--- src/rtl/mem_port_arbiter.sv ---
// Shares one combinational-read, write-on-enable memory between the fetch port and the load/store port.
// Optional trace of grants and out-of-range accesses: define MEM_ARB_TRACE_EN.
module mem_port_arbiter #(
  parameter logic [31:0] ADDR_LO      = 32'h00400000,
  parameter logic [31:0] ADDR_HI      = 32'h0041FFFF,
  parameter int unsigned MEM_LATENCY  = 1,
  parameter int unsigned STARVE_LIMIT = 4
) (
  input  logic        clk,
  input  logic        rst_n,
  input  logic        if_req,
  input  logic [31:0] if_addr,
  output logic        if_valid,
  output logic [31:0] if_rdata,
  input  logic        d_req,
  input  logic        d_we,
  input  logic [31:0] d_addr,
  input  logic [31:0] d_wdata,
  output logic        d_valid,
  output logic [31:0] d_rdata,
  output logic        stall_if,
  output logic        stall_mem,
  output logic [31:0] mem_addr,
  output logic        mem_we,
  output logic [31:0] mem_wdata,
  input  logic [31:0] mem_rdata,
  output logic        err_oob
);

  typedef enum logic [1:0] {
    IDLE   = 2'd0,
    BUSY_I = 2'd1,
    BUSY_D = 2'd2
  } state_t;

  localparam logic [3:0] LAT_LOAD   = 4'(MEM_LATENCY - 1);
  localparam logic [3:0] STARVE_MAX = 4'(STARVE_LIMIT);

  state_t      state_q, state_d;
  logic [3:0]  lat_q, lat_d;
  logic [3:0]  starve_q, starve_d;
  logic [31:0] mem_addr_q, mem_addr_d;
  logic [31:0] mem_wdata_q, mem_wdata_d;
  logic        mem_we_q, mem_we_d;
  logic        if_valid_q, if_valid_d;
  logic [31:0] if_rdata_q, if_rdata_d;
  logic        d_valid_q, d_valid_d;
  logic [31:0] d_rdata_q, d_rdata_d;
  logic        err_oob_q, err_oob_d;

  logic d_oob;
  logic pick_i;
  logic pick_d;
  logic grant_i;
  logic grant_d;
  logic oob_hit;

  // Data normally wins (it belongs to the older instruction) until fetch has waited STARVE_LIMIT grants.
  assign d_oob   = (d_addr < ADDR_LO) || (d_addr > ADDR_HI);
  assign pick_i  = if_req && (!d_req || (starve_q == STARVE_MAX));
  assign pick_d  = d_req && !pick_i;
  assign grant_i = (state_q == IDLE) && pick_i;
  assign grant_d = (state_q == IDLE) && pick_d && !d_oob;
  assign oob_hit = (state_q == IDLE) && pick_d && d_oob;

  always_comb begin
    state_d     = state_q;
    lat_d       = lat_q;
    starve_d    = starve_q;
    mem_addr_d  = mem_addr_q;
    mem_wdata_d = mem_wdata_q;
    mem_we_d    = mem_we_q;
    if_valid_d  = 1'b0;
    if_rdata_d  = if_rdata_q;
    d_valid_d   = 1'b0;
    d_rdata_d   = d_rdata_q;
    err_oob_d   = 1'b0;

    case (state_q)
      IDLE: begin
        if (grant_i) begin
          state_d     = BUSY_I;
          lat_d       = LAT_LOAD;
          mem_addr_d  = if_addr;
          mem_wdata_d = d_wdata;
          mem_we_d    = 1'b0;
          starve_d    = '0;
        end else if (pick_d) begin
          if (if_req && (starve_q != STARVE_MAX)) begin
            starve_d = starve_q + 4'd1;
          end
          if (d_oob) begin
            // Rejected without touching memory; answer on the next cycle.
            d_valid_d = 1'b1;
            err_oob_d = 1'b1;
            d_rdata_d = '0;
          end else begin
            state_d     = BUSY_D;
            lat_d       = LAT_LOAD;
            mem_addr_d  = d_addr;
            mem_wdata_d = d_wdata;
            mem_we_d    = d_we;
          end
        end
      end
      BUSY_I: begin
        if (lat_q == 4'd0) begin
          if_valid_d = 1'b1;
          if_rdata_d = mem_rdata;
          state_d    = IDLE;
        end else begin
          lat_d = lat_q - 4'd1;
        end
      end
      BUSY_D: begin
        if (lat_q == 4'd0) begin
          d_valid_d = 1'b1;
          d_rdata_d = mem_rdata;
          mem_we_d  = 1'b0;
          state_d   = IDLE;
        end else begin
          lat_d = lat_q - 4'd1;
        end
      end
      default: begin
        state_d  = IDLE;
        mem_we_d = 1'b0;
      end
    endcase
  end

  always_ff @(posedge clk) begin
    if (!rst_n) begin
      state_q     <= IDLE;
      lat_q       <= '0;
      starve_q    <= '0;
      mem_addr_q  <= '0;
      mem_wdata_q <= '0;
      mem_we_q    <= 1'b0;
      if_valid_q  <= 1'b0;
      if_rdata_q  <= '0;
      d_valid_q   <= 1'b0;
      d_rdata_q   <= '0;
      err_oob_q   <= 1'b0;
    end else begin
      state_q     <= state_d;
      lat_q       <= lat_d;
      starve_q    <= starve_d;
      mem_addr_q  <= mem_addr_d;
      mem_wdata_q <= mem_wdata_d;
      mem_we_q    <= mem_we_d;
      if_valid_q  <= if_valid_d;
      if_rdata_q  <= if_rdata_d;
      d_valid_q   <= d_valid_d;
      d_rdata_q   <= d_rdata_d;
      err_oob_q   <= err_oob_d;
    end
  end

`ifdef MEM_ARB_TRACE_EN
  always_ff @(posedge clk) begin
    if (rst_n) begin
      if (grant_i) begin
        $display("arb: %s addr=%x we=%b wdata=%x", "I", if_addr, 1'b0, d_wdata);
      end
      if (grant_d) begin
        $display("arb: %s addr=%x we=%b wdata=%x", "D", d_addr, d_we, d_wdata);
      end
      if (err_oob_q) begin
        $display("arb: oob addr=%x", d_addr);
      end
    end
  end
`else
  logic unused_trace;
  assign unused_trace = oob_hit;
`endif

  assign if_valid  = if_valid_q;
  assign if_rdata  = if_rdata_q;
  assign d_valid   = d_valid_q;
  assign d_rdata   = d_rdata_q;
  assign err_oob   = err_oob_q;
  assign mem_addr  = mem_addr_q;
  assign mem_we    = mem_we_q;
  assign mem_wdata = mem_wdata_q;
  assign stall_if  = if_req & ~if_valid_q;
  assign stall_mem = d_req & ~d_valid_q;

endmodule

--- config.mk ---
export PLATFORM = sky130hd
export DESIGN_NAME = mem_port_arbiter
export DESIGN_NICKNAME = d
export VERILOG_FILES = /design/src/rtl/mem_port_arbiter.sv
export SDC_FILE = /design/constraint.sdc
export NUM_CORES = 1
export LEC_CHECK = 0
export CORE_MARGIN = 2
export CORE_UTILIZATION = 45
export DETAILED_ROUTE_END_ITERATION = 8
export HOLD_SLACK_MARGIN = 0.02
export PLACE_DENSITY = 0.85
export SETUP_SLACK_MARGIN = 0.4
export SYNTH_ARGS = -nofsm -noshare
export SYNTH_HDL_FRONTEND = slang
export SYNTH_SLANG_ARGS = --single-unit
--- constraint.sdc ---
create_clock -name clk -period 3.8 [get_ports clk]
set_input_delay 0.76 -clock clk [delete_from_list [all_inputs] [get_ports clk]]
set_output_delay 0.76 -clock clk [all_outputs]
set_load 0.02 [all_outputs]
# == After elaboration in Yosys (flattened, before gate mapping) ==
# Cells that the tools add are included.
# W data, S select, Z words.
# op_classes
n_addsub,2
order_cmp,2
n_eq_ne,13
n_mux,34
n_bitwise,5
reduce_logical,24
# ops
op,count
$mux W32,10
$pmux W32 S2,1
$gt A32 B23 Y1 const B,1
$lt A32 B23 Y1 const B,1
$mux W4,7
$ne A2 B2 Y1 const B,5
$reduce_and A3 Y1,3
$mux W1,8
$mux W2,4
$pmux W4 S2,1
$reduce_and A4 Y1,2
$reduce_bool A2 Y1,4
$ne A3 B3 Y1 const B,2
$reduce_and A2 Y1,3
$reduce_and A5 Y1,1
$add A4 B1 Y4 const B,1
$eq A4 B3 Y1 const B,1
$logic_and A1 B1 Y1,4
$logic_not A4 Y1,1
$ne A2 B1 Y1 const B,2
$ne A4 B3 Y1 const B,1
$pmux W2 S2,1
$sub A4 B1 Y4 const B,1
$not A1 Y1,3
other kinds (9),12
# totals
register_bits,142
input_bits,133

# == Longest topological paths before layout ==
# Gate-level depths: netlist of run 1.
# depth
depth_word,8
depth_mapped,9

# == Least setup slack after synthesis of run 1 ==
# OpenSTA, ideal clock, no wires.
# synth_timing
path_type,input to register
start,input d_addr[25]
end,register mem_addr_q[10] (netlist: mem_addr[10])
arrival_ps,1977
required_time_ps,3684
path_slack_ps,1707
path_stages,7
path_cell_list,nor4b_2 -> and4_4 -> a22o_2 -> buf_2 -> buf_2 -> nand3_1 -> o211a_1
# synth_via
elab_chain_len,4
elab_cells_between_ends,5
# synth_rtl
element,line,text
start: declaration,17,"input logic [31:0] d_addr,"
$lt A32 B23 Y1 / $gt A32 B23 Y1 (equally long branches),59,assign d_oob = (d_addr < ADDR_LO) || (d_addr > ADDR_HI);
$logic_or A1 B1 Y1 (*),59,
$ne A2 B1 Y1 (no line) (*),--,
$reduce_and A3 Y1 (no line) (*),--,
end signal: assignment,149,mem_addr_q <= mem_addr_d;
end: declaration,42,"logic [31:0] mem_addr_q, mem_addr_d;"
# Mark *: on every way between the ends. The rest lies on a longest branch, timed or not.
# A chain may end at the register's enable or synchronous reset.

# == Worst setup path in the final report of run 1 ==
# layout_timing
start,input if_req
end,output stall_if
# layout_via
elab_chain_len,1
# layout_rtl
element,line,text
start: declaration,11,"input logic if_req,"
$and A1 B1 Y1,187,assign stall_if = if_req & ~if_valid_q;
end: declaration,21,"output logic stall_if,"
# Every way passes these cells.

==> impl_metrics.ini, run 1 <==
[run_status]
outcome = completed

[clock_tree]
h-tree-depth = 4
cts_max_path_buffers = 2
cts_sinks = 142
cts_setup_buffers = 0
cts-root-buf = clkbuf_16
cts_hold_buf = 0
clk_pin_slew_worst_paths_ns = 0.06
clk_latency_ns = 0.41
cts_tree = built
ctsResizeCount = 0
cts_buffers = 17

[synth]
ys_seq_area_frac = 0.472
synth_fp_nets = 811
ys_warn_count = 0
synth-async-reset-ratio = 0
syn-cell-area_sq_um = 6020
synthCells = 672
synth_edf_count = 0
avgSynthCellArea_sq_um = 8.96
ys.flop_type = dfxtp_1
synth_cell_types = 43
ys_ff_latch = 142

[critical_path]
critPathRequiredTime_ns = 3.04
timing.critical_path.to_type = output pin
max_stage_delay_ns = 0.69
crit_path_frequent_cell = clkdlybuf4s50_1
worstSetupPathType = input pin to output pin
arrival_ns = 2.26
crit_buf_inv = 3
path_delay_family = buffers and inverters
path_cells = clkdlybuf4s50_1, inv_1, nor2_1, clkdlybuf4s50_1
critPathSlowestCell = clkdlybuf4s50_1
worstPathMaxFanout = 8
critPathLaunchType = input pin

[drt]
wl_um = 17200
dr.pass1.iters = 4
drcViolationCount = 0
routed_via_density = 5.01
ant_nets = 0
wl_per_cell_um = 15.6
drt-initial-drc-count = 318
vias = 5524

[placement]
place_hpwl_um = 12400
io_buffers = 266
place_congestion = 0.829

[final_layout]
layout-drive-gt1-share = 0.0605
final_util = 0.713
syn_to_final_growth_pct = 55.5
layout_common_cells = 265 x clkdlybuf4s50_1, 182 x nand2_1, 142 x dfxtp_1
antennaDiodeCount = 0
layout.nets = 1053
final_common_cell = clkdlybuf4s50_1

[timing]
tns_ns = 0
hold_viol = 0
fin_crit_sh = 0.795
slew_headroom = 0.254
rsz0062_at_grt = no
setup-violations-final = 0
finClkSkew_ns = 0.0111
worstMarginPinSlew_ns = 1.12
drv_slew = 0
period_needed_ns = 3.02
timing.fmax_mhz = 331

[floorplanning]
ioPinCount = 267
die_area_sq_um = 14300
start_util = 0.458
rows = 42
die_h_um = 120
die_x_um = 120
core_sq_um = 13100

[hold_path]
hold_class = register to register

[global_route]
track_usage = 0.245
grt_max_degree = 123
gr-total-overflow = 0
grt_pass1_vias = 5516
grt_pass1_wl_um = 27800
antenna_found_initial = 0

[power_and_ir_drop]
irDropWorstVdd_v = 0.000256
power.total_mw = 3.90
p_leak_nw = 3.59
power_density_nw_per_um2 = 416

[flow_run]
cap_viol_max_count = 0
## synth_stat cells (all sizes together) (3+ instances only)
cell | number | area share
nand2 | 183 | 0.12
mux2i | 82 | 0.14
nand4 | 3 | 0.0031
nor2b | 3 | 0.0031
nand3 | 66 | 0.055
inv | 8 | 0.0050
ha | 6 | 0.012
o21ai | 25 | 0.021
and2 | 6 | 0.0064
a21boi | 36 | 0.045
buf | 17 | 0.020
o211a | 18 | 0.030
dfxtp | 142 | 0.47
nor2 | 6 | 0.0050
a21oi | 10 | 0.010
and3 | 3 | 0.0031
or3 | 3 | 0.0033
clkbuf | 37 | 0.023
## cells by family after synthesis
logic type	Yosys count	synth area share
AO/OA/AOI/OAI	96	0.118
AND/OR/NAND/NOR	284	0.213
buffers and inverters	62	0.0484
adder cells (fa/ha/maj)	6	0.0125
flip-flops	142	0.472
multiplexers	82	0.136
## path summary, 6_finish.rpt
path	startpoint	endpoint	slack (ns)	cells past startpoint
min reg2reg	mem_wdata[17]	mem_wdata[17]	0.46	2
min	mem_wdata[17]	mem_wdata[17]	0.46	2
max	if_req	stall_if	0.78	4
max reg2reg	state_q[0]	mem_addr[2]	1.56	9
## layout make-up
class	count	area, sq um
clock inverter	11	165
clock buffer	20	457
sequential	142	2840
inverter	8	30.0
fill	1003	3780
multi-input combinational	468	2890
timing repair buffer	277	2760
tap	176	220
## power breakdown
group / switching, mW / leakage [nW] / total [mW] / internal [mW]
clock network: 0.615 / 0.306 / 1.74 / 1.13
registers: 0.0304 / 1.16 / 1.58 / 1.55
logic: 0.274 / 2.12 / 0.576 / 0.302
total: 0.919 / 3.59 / 3.90 / 2.98
## registers in the layout, summed over array words and instances, names as in the netlist
| register | count |
|---|---|
| if_valid | 1 |
| d_rdata | 32 |
| state_q | 2 |
| lat_q | 4 |
| d_valid | 1 |
| starve_q | 4 |
| if_rdata | 32 |
| mem_wdata | 32 |
| mem_we | 1 |
| err_oob | 1 |
| mem_addr | 32 |
## routing by layer
metal  track usage  wire length [um]  up-vias  part of all wire
met2         0.410              8540      195              0.50
met4         0.110               508        0             0.029
li1              -                 -     2769                 -
met1         0.284              6900     2529              0.40
met3        0.0832              1300       31             0.075
met5             0                 0        -                 0
## through the flow
step                      std cells  setup slack [ns]  area (sq um)  hold slack [ns]
after global placement         1071             0.802          8740            0.441
after detailed placement       1071             0.794          8740            0.447
after floorplan                 672              1.71          6020            0.445
after global routing           1102             0.731          9360            0.472
after CTS                      1102             0.793          9360            0.457
final                          1102             0.780          9360            0.455
## tightest hold or removal path: stages (launching register included)
cell and delay, ns:
dfxtp_1 0.31, nand2_1 0.05, mux2i_1 0.05
No activity file was read; power rests on OpenSTA's default activity.
==> run 2, diff against run 1 <==
CORE_UTILIZATION = 38   (was 45)
PLACE_DENSITY = 0.77   (was 0.85)
clock period = 2.45 ns   (was 3.8 ns; I/O delays follow)
==> run 2 against run 1 <==
Sequential power grew 55%. Final cell count grew 5.9%. Die area grew 18%. Non-clock buffer count grew 23. Via count grew 2.5%. Power grew 61%. Hold slack lost 0.0034 ns. Combinational power grew 68%. Critical endpoint is now stall_mem.
==> impl_metrics.ini, run 2 (synthesis gave the netlist of run 1 again) <==
[run_status]
outcome = completed

[timing]
drv_slew = 0
period_needed_ns = 1.98
timing.hold.ws_ns = 0.452
slew_headroom = 0.718
fin_crit_sh = 0.807
fin_ws_ns = 0.473
finClkSkew_ns = 0.00948
setup-violations-final = 0
rsz0062_at_grt = yes
hold_viol = 0
worstMarginPinSlew_ns = 0.419
timing.fmax_mhz = 506

[critical_path]
critPathSlowestCell = clkdlybuf4s50_1
reg2reg_depth = 8
path_cells = clkdlybuf4s50_1, nor2b_1, clkdlybuf4s15_1
max_stage_delay_ns = 0.53
worstSetupPathType = input pin to output pin
path_delay_family = buffers and inverters
timing.critical_path.to_type = output pin
arrival_ns = 1.49
crit_buf_inv = 2
cp-startpoint = d_req
crit_cells = 3
reg2reg_from = state_q[1]
worstPathMaxFanout = 2
critPathLaunchType = input pin
critPathRequiredTime_ns = 1.96

[global_route]
gr-total-overflow = 0
antenna_found_initial = 0
grt_pass1_vias = 5345
grt_pass1_wl_um = 27100
use_met1 = 0.256
met3_usage = 0.0779
use_met2 = 0.325
track_usage = 0.204
grt_max_degree = 64
grt.busiest_layer = met2

[final_layout]
syn_to_final_growth_pct = 62.4
fillers = 1346
layout_common_cells = 263 x clkdlybuf4s50_1, 182 x nand2_1, 142 x dfxtp_1
final_util = 0.625
antennaDiodeCount = 0
layout.nets = 1077
layout-drive-gt1-share = 0.0883
final_cells = 1167
final_common_cell = clkdlybuf4s50_1

[clock_tree]
cts_max_path_buffers = 2
h-tree-depth = 4
clk_pin_slew_worst_paths_ns = 0.06
cts_hold_buf = 0
cts_sinks = 142
clk_latency_ns = 0.42
cts-root-buf = clkbuf_16
cts_buffers = 17
cts_tree = built

[floorplanning]
start_util = 0.385
rows = 46
core_sq_um = 15700
die_area_sq_um = 16900
ioPinCount = 267
die_x_um = 130
die_h_um = 130

[drt]
drcViolationCount = 0
drt-initial-drc-count = 203
dr.pass1.iters = 7
vias = 5663
ant_nets = 0
wl_per_cell_um = 15.0
wl_um = 17500
routed_via_density = 4.85

[power_and_ir_drop]
irDropWorstVdd_v = 0.000464
p_leak_nw = 3.77
power_density_nw_per_um2 = 641

[hold_path]
hold_path_depth = 2
hold_class = register to register
hold_start = mem_wdata[30]

[placement]
place_hpwl_um = 12500
io_buffers = 266
place_ws_ns = -0.00731
place_congestion = 0.793
dp_cells = 1128

[flow_run]
cap_viol_max_count = 0
[run 2: cell types whose count changed in the layout (fill, tap and decap cells not counted), sizes merged]
cell / previous run / this run
bufinv: 4 / 5
a221oi: 1 / 2
clkdlybuf4s15: 0 / 1
buf: 12 / 35
clkinvlp: 1 / 0
clkinv: 6 / 7
inv: 8 / 9
clkdlybuf4s50: 265 / 263
[run 2: tightest hold or removal path: cells and delay by family (launching register included)]
family | cells | cell delay (ns)
flip-flops | 1 | 0.30
multiplexers | 1 | 0.05
AND/OR/NAND/NOR | 1 | 0.05
[run 2: layout make-up]
type | count | area (sq um) | share of cell area
clock buffer | 19 | 443 | 0.0453
clock inverter | 13 | 213 | 0.0218
inverter | 8 | 30.0 | 0.00307
tap | 216 | 270 | 0.0276
timing repair buffer | 300 | 3050 | 0.312
sequential | 142 | 2840 | 0.291
multi-input combinational | 469 | 2930 | 0.299
[run 2: stage by stage]
stage	setup TNS (ns)	instance area (sq um)	power (mW)
2_1_floorplan	0	6020	2.92
3_3_place_gp	0	9040	3.44
3_5_place_dp	-0.00731	9040	3.45
4_1_cts	0	9700	6.32
5_1_grt	0	9780	6.50
6_report	0	9780	6.27
[run 2: report_power, final]
part / internal [mW] / switching (mW) / leakage, nW
registers: 2.40 / 0.0475 / 1.16
logic: 0.523 / 0.443 / 2.29
clock network: 1.84 / 1.01 / 0.321
total: 4.76 / 1.50 / 3.77
[run 2: worst paths after layout]
check | slack, ns | endpoint
setup reg to reg | 0.54 | mem_addr[22]
setup / recovery | 0.47 | stall_mem
hold reg to reg | 0.45 | mem_wdata[30]
hold / removal | 0.45 | mem_wdata[30]
[run 2: repair_timing]
| item | 4_1_cts | 5_1_grt |
|---|---|---|
| endpoints found under the hold margin | 0 | 0 |
| resized for setup | 2 | 7 |
| gates cloned | 0 | 1 |
| endpoints found under the setup margin | 2 | 83 |
| setup buffers | 0 | 6 |
| pin swaps | 0 | 3 |
[run 2: routing by layer]
metal  vias up  wire (um)
met1      2592       7670
li1       2829          -
met2       217       8120
met5         -          0
met4         0        304
met3        25       1430
==> run 3, diff against run 2 <==
clock period = 1.8 ns   (was 2.45 ns; I/O delays follow)
==> run 3 against run 2 <==
Combinational power rose by 64%. Setup slack got worse by 0.42 ns. Wire length rose by 18%. Sequential share of layout area fell by 1.8 points. Sequential cell count did not move. Final cell count rose by 4.0%. Critical endpoint is now mem_addr[16].
==> impl_metrics.ini, run 3 (synthesis gave the netlist of run 1 again) <==
[timing]
drv_slew = 0
finClkSkew_ns = 0.00834
timing.hold.ws_ns = 0.321
period_needed_ns = 1.74
fin_ws_ns = 0.0568
worstMarginPinSlew_ns = 0.414
setup-violations-final = 0
rsz0062_at_grt = yes
timing.fmax_mhz = 574
hold_viol = 0
fin_crit_sh = 0.968
slew_headroom = 0.724

[drt]
ant_nets = 0
wl_met3_um = 1430
met1_length_um = 8140
wl_um = 20600
vias = 6025
top_layer = met4
routed_via_density = 4.96
wl_per_cell_um = 17.0
dr.pass1.iters = 4
drcViolationCount = 0
drt-initial-drc-count = 234
route.met2.wl_um = 10500

[clock_tree]
cts_max_path_buffers = 2
cts_buffers = 17
clk_latency_ns = 0.41
cts-root-buf = clkbuf_16
cts_sinks = 142
cts_hold_buf = 0
h-tree-depth = 4
cts_tree = built
clk_pin_slew_worst_paths_ns = 0.06

[floorplanning]
start_util = 0.385
die_h_um = 130
rows = 46
die_area_sq_um = 16900
die_x_um = 130
ioPinCount = 267
core_sq_um = 15700

[hold_path]
hold_path_depth = 3
hold_start = rst_n
hold_class = input pin to register

[power_and_ir_drop]
seq_power_share = 0.392
intPower_mw = 6.36
power_density_nw_per_um2 = 811
switching_power_mw = 2.13
combPwrFrac = 0.186
power.total_mw = 8.49
sw_frac_of_total = 0.251
p_leak_nw = 4.41
irDropWorstVdd_v = 0.000674
pwr-share-clk = 0.422

[final_layout]
antennaDiodeCount = 0
layout-drive-gt1-share = 0.332
layout_common_cells = 178 x nand2_1, 135 x dfxtp_1, 114 x clkdlybuf4s50_1
final_util = 0.669
final_common_cell = nand2_1
fillers = 1243
syn_to_final_growth_pct = 73.9
layout.nets = 1125

[global_route]
track_usage = 0.233
grt_pass1_vias = 5963
grt_max_degree = 71
gr-total-overflow = 0
grt_pass1_wl_um = 30700
antenna_found_initial = 0

[placement]
io_buffers = 266
place_hpwl_um = 12600
place_congestion = 0.788
place_ws_ns = -0.450

[critical_path]
reg2reg_from = state_q[1]
cp-startpoint = state_q[1]
arrival_ns = 2.04
critPathLaunchType = register
critPathRequiredTime_ns = 2.10
reg2reg_depth = 9
timing.critical_path.to_type = register
worstSetupPathType = register to register
worstPathMaxFanout = 6

[flow_run]
cap_viol_max_count = 0

[run_status]
outcome = completed
-- run 3: cell count changes in the layout (fill, tap and decap cells not counted), moves of 12 or more --
cell | before | now
buf_2 | 0 | 99
buf_16 | 0 | 12
clkdlybuf4s50_1 | 263 | 114
clkdlybuf4s15_2 | 0 | 38
a21boi_0 | 36 | 24
buf_6 | 1 | 15
o21ai_0 | 25 | 4
o21ai_1 | 0 | 13
-- run 3: path summary, 6_finish.rpt --
| check | slack [ns] | to |
|---|---|---|
| min | 0.32 | state_q[1] |
| min reg2reg | 0.45 | if_rdata[11] |
| max | 0.06 | mem_addr[16] |
| max reg2reg | 0.06 | mem_addr[16] |
-- run 3: final cells by class --
cell class / instances / area (sq um) / share of cell area
clock buffers: 21 / 460 / 0.0440
clock inverters: 10 / 139 / 0.0133
inverters: 8 / 30.0 / 0.00287
multi-input cells: 468 / 3270 / 0.312
flip-flops and latches: 142 / 2850 / 0.273
well taps: 216 / 270 / 0.0258
repair buffers: 349 / 3450 / 0.329
-- run 3: worst max-delay path: stages (launching register included) --
cell	delay [ns]
dfxtp_2	0.33
inv_2	0.09
ha_4	0.20
nand2_4	0.06
a21oi_4	0.16
buf_6	0.14
buf_12	0.15
mux2i_4	0.24
nand3_1	0.11
o211a_1	0.13
-- run 3: what timing repair did --
item                                    in CTS  in global routing
resized for setup                          541                137
cloned                                      12                  4
pin swaps                                   39                 33
endpoints found under the setup margin     273                220
buffers inserted                            24                  6
-- run 3: through the flow --
stage	cell area, sq um	instances	setup TNS (ns)
floorplan	6140	672	0
global placement	9220	1137	-38.20
global route	10500	1214	-0.0152
CTS	10600	1204	0
detailed placement	9220	1137	-41.32
finish	10500	1214	0
-- run 3: metal layers --
layer	track usage	vias to the layer above
li1	-	2927
met1	0.267	2840
met2	0.403	219
met3	0.0722	39
met4	0.0942	0
met5	0	-
-- run 3: power by group through the flow --
stage,clock [mW],sequential (mW),combinational (mW)
after floorplan,0,3.54,0.470
after global placement,0,3.40,1.33
after detailed placement,0,3.40,1.34
after CTS,3.64,3.33,1.53
after global routing,3.75,3.34,1.67
final,3.58,3.33,1.58
